===== config.mk =====
export PLATFORM = sky130hd
export DESIGN_NAME = updown_counter_param
export DESIGN_NICKNAME = d
export VERILOG_FILES = /design/src/rtl/updown_counter_param.sv
export SDC_FILE = /design/constraint.sdc
export NUM_CORES = 1
export LEC_CHECK = 0
export BUFFER_PORTS_ARGS = -buffer_cell sky130_fd_sc_hd__buf_2
export CAP_MARGIN = 25
export CORE_ASPECT_RATIO = 2
export CORE_MARGIN = 2
export CORE_UTILIZATION = 45
export DETAILED_ROUTE_END_ITERATION = 6
export PLACE_DENSITY = 0.8
export SYNTH_ARGS = -nofsm -noshare
export SYNTH_HDL_FRONTEND = slang
export SYNTH_SLANG_ARGS = --single-unit

===== constraint.sdc =====
create_clock -name clk -period 4.2 [get_ports clk]
set_input_delay 0.21 -clock clk [delete_from_list [all_inputs] [get_ports clk]]
set_output_delay 0.21 -clock clk [all_outputs]
set_load 0.01 [all_outputs]

===== src/rtl/updown_counter_param.sv =====
// Parametrised up/down/load counter with wrap or saturate mode, per-cycle step,
// sticky overflow/underflow flags and a compare-match pulse; all outputs registered.
module updown_counter_param #(
  parameter int unsigned     WIDTH    = 8,
  parameter longint unsigned MODULUS  = 64'(1) << WIDTH,
  parameter bit              SATURATE = 1'b0,
  parameter int unsigned     STEP_W   = 4
) (
  input  logic              clk,
  input  logic              rst,
  input  logic              enable,
  input  logic              load,
  input  logic [WIDTH-1:0]  in,
  input  logic              up_down,
  input  logic [STEP_W-1:0] step,
  input  logic [WIDTH-1:0]  cmp_val,
  input  logic              clr_flags,
  output logic [WIDTH-1:0]  out,
  output logic              wrap,
  output logic              ovf,
  output logic              unf,
  output logic              match
);

  localparam int unsigned XW = WIDTH + 1;
  localparam logic [XW-1:0] MAX_V = XW'(MODULUS - 64'd1);
  localparam logic [XW-1:0] MOD_V = XW'(MODULUS);

  // One extra bit so boundary crossings are detected before truncation.
  logic [XW-1:0] cur_x;
  logic [XW-1:0] step_x;
  logic [XW-1:0] in_x;
  logic [XW-1:0] sum_x;

  assign cur_x  = {1'b0, out};
  assign step_x = XW'(step);
  assign in_x   = {1'b0, in};
  assign sum_x  = cur_x + step_x;

  logic [WIDTH-1:0] out_nxt;
  logic             wrap_nxt;
  logic             match_nxt;
  logic             ovf_evt;
  logic             unf_evt;

  // Next count value and the events it produces.
  always_comb begin
    out_nxt   = out;
    wrap_nxt  = 1'b0;
    match_nxt = 1'b0;
    ovf_evt   = 1'b0;
    unf_evt   = 1'b0;
    if (enable) begin
      if (load) begin
        out_nxt = (in_x > MAX_V) ? WIDTH'(MAX_V) : in;
      end else if (step != '0) begin
        if (up_down) begin
          if (sum_x > MAX_V) begin
            wrap_nxt = 1'b1;
            ovf_evt  = 1'b1;
            out_nxt  = SATURATE ? WIDTH'(MAX_V) : WIDTH'(sum_x - MOD_V);
          end else begin
            out_nxt = WIDTH'(sum_x);
          end
        end else begin
          if (step_x > cur_x) begin
            wrap_nxt = 1'b1;
            unf_evt  = 1'b1;
            out_nxt  = SATURATE ? '0 : WIDTH'(cur_x + MOD_V - step_x);
          end else begin
            out_nxt = WIDTH'(cur_x - step_x);
          end
        end
        match_nxt = (out_nxt == cmp_val);
      end
    end
  end

  // A same-edge event beats clr_flags, so the sticky flag stays set.
  always_ff @(posedge clk) begin
    if (rst) begin
      out   <= '0;
      wrap  <= 1'b0;
      match <= 1'b0;
      ovf   <= 1'b0;
      unf   <= 1'b0;
    end else begin
      out   <= out_nxt;
      wrap  <= wrap_nxt;
      match <= match_nxt;
      ovf   <= (ovf & ~clr_flags) | ovf_evt;
      unf   <= (unf & ~clr_flags) | unf_evt;
    end
  end

endmodule


==> metrics.txt <==
# TYPE chip_impl_metric gauge
chip_impl_metric{name="cts_inserted_buffers",unit=""} 3
chip_impl_metric{name="place_ws",unit="ns"} 1.761
chip_impl_metric{name="io_buffer_count",unit=""} 37
chip_impl_info{name="timing.setup.critical_path_class",value="reg -> reg"} 1
chip_impl_metric{name="power_switching",unit="uW"} 133.6
chip_impl_metric{name="async_reset_ff_share",unit="%"} 0
chip_impl_metric{name="number_of_nets_produced_by_synthesis",unit=""} 179
chip_impl_metric{name="comb_power_share",unit="%"} 39.2
chip_impl_info{name="tritoncts",value="done"} 1
chip_impl_metric{name="pwr_density_cell",unit="nW/um^2"} 279.4
chip_impl_info{name="ctsRootBufferMaster",value="sky130_fd_sc_hd__clkbuf_8"} 1
chip_impl_metric{name="fillers",unit=""} 233
chip_impl_info{name="worstHoldPathType",value="in -> reg"} 1
chip_impl_metric{name="post-dp-hpwl",unit="microns"} 2581
chip_impl_info{name="launching_element_type_of_the_critical_path",value="flip-flop"} 1
chip_impl_metric{name="layout_worst_path_cycle_share",unit="%"} 58.82
chip_impl_metric{name="ant_nets",unit=""} 0
chip_impl_metric{name="clock_pin_slew_reported_for_the_worst_setup_and_hold_paths_after_clock_tree_synthesis",unit="ns"} 0.05
chip_impl_metric{name="final_layout_size_suffix_gt1_share",unit="%"} 25.28
chip_impl_metric{name="clock_tree.htree_level_count",unit=""} 1
chip_impl_metric{name="yosys.cell_types.count",unit=""} 42
chip_impl_metric{name="clk_path_buf_depth",unit=""} 2
chip_impl_metric{name="met2_wl_post_dr",unit="microns"} 1759
chip_impl_metric{name="clock_power_share",unit="%"} 27.1
chip_impl_metric{name="max-vdd-ir-drop",unit="V"} 0.0001766
chip_impl_metric{name="floorplan.core_area",unit="sq um"} 2505
chip_impl_metric{name="gr-usage-all-layers",unit="%"} 23.93
chip_impl_metric{name="post_dp_cell_area",unit="sq um"} 1364
chip_impl_metric{name="insertion_delay_of_the_later_clocked_pin_in_the_worst_skew_pair",unit="ns"} 0.24
chip_impl_metric{name="max_cap_viol_count",unit=""} 0
chip_impl_metric{name="ys_warn_count",unit=""} 0
chip_impl_metric{name="grt_start_max_net_pins",unit=""} 19
chip_impl_metric{name="total_leakage_power",unit="nW"} 0.6268
chip_impl_metric{name="syn_to_final_growth",unit="%"} 20.11
chip_impl_metric{name="postCtsHoldBufs",unit=""} 0
chip_impl_metric{name="antennaDiodeCount",unit=""} 0
chip_impl_metric{name="cts.sink_count",unit=""} 12
chip_impl_metric{name="overflow",unit=""} 0
chip_impl_metric{name="register_area",unit="sq um"} 240.2
chip_impl_metric{name="finalInstanceArea",unit="sq um"} 1405
chip_impl_metric{name="worst_slew_margin_rel",unit="%"} 55.26
chip_impl_metric{name="ys_ff_latch",unit=""} 12
chip_impl_metric{name="design.final.nets",unit=""} 216
chip_impl_metric{name="grt_pass1_vias",unit=""} 1173
chip_impl_metric{name="path_max_fanout",unit=""} 3
chip_impl_metric{name="route.detailed.vias_per_inst",unit=""} 5.903
chip_impl_metric{name="wl_met1",unit="microns"} 1127
chip_impl_info{name="outcome",value="completed"} 1
chip_impl_metric{name="resized_gates_after_cts",unit=""} 0
chip_impl_metric{name="die-area",unit="sq um"} 3048
chip_impl_metric{name="detailedRoute.firstIterationViolations",unit=""} 47
chip_impl_metric{name="worst_slew_pin_slew",unit="ns"} 0.6626
chip_impl_metric{name="antenna_found_initial",unit=""} 0
chip_impl_info{name="synth_top_flop_cell",value="sky130_fd_sc_hd__dfxtp_1"} 1
chip_impl_metric{name="vias",unit=""} 1216
chip_impl_metric{name="fmaxAchievable",unit="MHz"} 404.8
chip_impl_metric{name="dr_wl_met3",unit="microns"} 141
chip_impl_metric{name="switching_share",unit="%"} 34.04
chip_impl_metric{name="finalCriticalPeriod",unit="ns"} 2.470
chip_impl_metric{name="multiInputGateArea",unit="sq um"} 862.1
chip_impl_info{name="rsz0062_at_grt",value="false"} 1
chip_impl_metric{name="fp.dieH",unit="microns"} 76.11
chip_impl_metric{name="timing.clock.skew",unit="ns"} 0.002094
chip_impl_metric{name="gp_routability_congestion",unit=""} 0.9894
chip_impl_metric{name="die_w",unit="microns"} 40.06
chip_impl_metric{name="hold_viol",unit=""} 0
chip_impl_metric{name="syn_area_per_cell",unit="sq um"} 8.181
chip_impl_metric{name="synth-edff-count",unit=""} 0
chip_impl_metric{name="crit_arrival",unit="ns"} 2.61
chip_impl_metric{name="route.detailed.drc",unit=""} 0
chip_impl_metric{name="wl_per_cell",unit="microns"} 15.30
chip_impl_metric{name="critPathRequiredTime",unit="ns"} 4.34
chip_impl_metric{name="setup_tns",unit="ns"} 0
chip_impl_metric{name="routed_wirelength",unit="microns"} 3151
chip_impl_metric{name="rows",unit=""} 26
chip_impl_metric{name="ys_seq_area_share",unit="%"} 20.53
chip_impl_metric{name="pwr-share-seq",unit="%"} 33.7
chip_impl_metric{name="top_level_pins",unit=""} 38
chip_impl_metric{name="cell_internal_pwr",unit="uW"} 259.0
chip_impl_metric{name="netlist_instances",unit=""} 143
chip_impl_info{name="crit_path_capture_type",value="flip-flop"} 1
chip_impl_metric{name="number_of_optimization_iterations_in_the_first_detailed_route_pass",unit=""} 4
chip_impl_metric{name="synth_area",unit="sq um"} 1170
chip_impl_metric{name="grt_first_pass_wirelength",unit="microns"} 5257
chip_impl_metric{name="post_cts_buffers",unit=""} 0
chip_impl_metric{name="initial_utilization",unit="%"} 46.70
chip_impl_info{name="top_signal_layer_used",value="met4"} 1
chip_impl_metric{name="final.setup.worst_slack",unit="ns"} 1.730
chip_impl_metric{name="timing.final.setup_violations",unit=""} 0
chip_impl_metric{name="report.final.slew_viol_count",unit=""} 0
-- worst max-delay path, stage by stage (launching register included) --
cell,delay (ns)
sky130_fd_sc_hd__dfxtp_1,0.32
sky130_fd_sc_hd__inv_1,0.07
sky130_fd_sc_hd__ha_1,0.18
sky130_fd_sc_hd__inv_1,0.06
sky130_fd_sc_hd__fa_1,0.41
sky130_fd_sc_hd__a21oi_1,0.17
sky130_fd_sc_hd__nor2b_1,0.10
sky130_fd_sc_hd__o311ai_0,0.58
sky130_fd_sc_hd__xnor2_1,0.21
sky130_fd_sc_hd__mux2i_1,0.21
sky130_fd_sc_hd__nor4_1,0.06
-- cells by family after synthesis --
kind of cell	count (synthesis)	share of synthesized area, %
AND/OR/NAND/NOR	50	23.10
AO/OA/AOI/OAI	42	23.85
XOR/XNOR	9	10.27
flip-flops	12	20.53
adder cells (fa/ha/maj)	10	11.98
buffers and inverters	16	5.775
multiplexers	4	4.492
-- cells in the mapped netlist, types with 2 or more instances --
library cell,n,area (sq um)
sky130_fd_sc_hd__fa_1,2,40.04
sky130_fd_sc_hd__o21ai_0,10,50.05
sky130_fd_sc_hd__or3_1,3,18.77
sky130_fd_sc_hd__xnor3_1,3,67.56
sky130_fd_sc_hd__a31oi_1,2,12.51
sky130_fd_sc_hd__a21oi_2,2,17.52
sky130_fd_sc_hd__nor2b_1,7,43.79
sky130_fd_sc_hd__or4_1,3,22.52
sky130_fd_sc_hd__clkbuf_1,4,15.01
sky130_fd_sc_hd__ha_1,8,100.1
sky130_fd_sc_hd__o21a_1,2,15.01
sky130_fd_sc_hd__dfxtp_1,12,240.2
sky130_fd_sc_hd__mux2i_1,3,30.03
sky130_fd_sc_hd__a211oi_1,2,15.01
sky130_fd_sc_hd__nor2_1,9,33.78
sky130_fd_sc_hd__inv_1,11,41.29
sky130_fd_sc_hd__o21ai_1,2,10.01
sky130_fd_sc_hd__o211ai_1,2,15.01
sky130_fd_sc_hd__a21oi_1,9,45.04
sky130_fd_sc_hd__nand3_1,7,35.03
sky130_fd_sc_hd__xnor2_1,6,52.55
sky130_fd_sc_hd__nor3_1,3,15.01
sky130_fd_sc_hd__a311oi_1,2,17.52
sky130_fd_sc_hd__nand2b_1,2,12.51
sky130_fd_sc_hd__nand2_1,10,37.54
-- layer usage --
layer / vias to the layer above / track usage, %
met5: - / 0
met4: 0 / 10.00
met3: 12 / 2.915
met2: 43 / 43.06
met1: 561 / 24.73
li1: 600 / -
-- worst paths after layout --
kind,endpoint,depth (start not counted),from,slack (ns)
worst max register to register,match,10,out[0],1.73
worst min-delay path,ovf,3,clr_flags,0.24
worst max-delay path,match,10,out[0],1.73
worst min register to register,ovf,2,ovf,0.47
-- final cells by class --
cell class | instances | share of cell area, %
inverters | 11 | 2.939
multi-input cells | 115 | 61.35
flip-flops and latches | 12 | 17.10
clock buffers | 3 | 2.939
repair buffers | 37 | 13.18
well taps | 28 | 2.493
-- state kept, by name, summed over array words and instances, names as in the netlist --
| register | cells |
|---|---|
| ovf | 1 |
| unf | 1 |
| match | 1 |
| out | 8 |
| wrap | 1 |
-- metrics by stage --
stage,hold slack (ns),cells,utilization (%),total power [mW]
2_1_floorplan,0.2887,143,-,0.2413
3_3_place_gp,0.4573,203,54.45,0.2810
3_5_place_dp,0.4594,203,54.45,0.2864
4_1_cts,0.2404,206,56.09,0.3918
5_1_grt,0.2444,206,56.09,0.4182
6_report,0.2377,206,56.09,0.3926
-- power by group through the flow --
stage / Sequential, mW / Clock [mW] / Combinational (mW)
4_1_cts: 0.132 / 0.107 / 0.153
3_3_place_gp: 0.134 / 0 / 0.147
6_report: 0.132 / 0.107 / 0.154
5_1_grt: 0.134 / 0.115 / 0.170
3_5_place_dp: 0.134 / 0 / 0.152
2_1_floorplan: 0.134 / 0 / 0.107
-- layout by cell type, fill, tap and decap left out, drive strengths merged, types with 6 or more instances in the layout --
cell type and n:
dfxtp 12, nor2b 7, nand2 10, nand3 7, buf 37, inv 11, ha 8, o21ai 12
nor2 9, xnor2 6, a21oi 11
No activity file was read; power rests on OpenSTA's default activity.
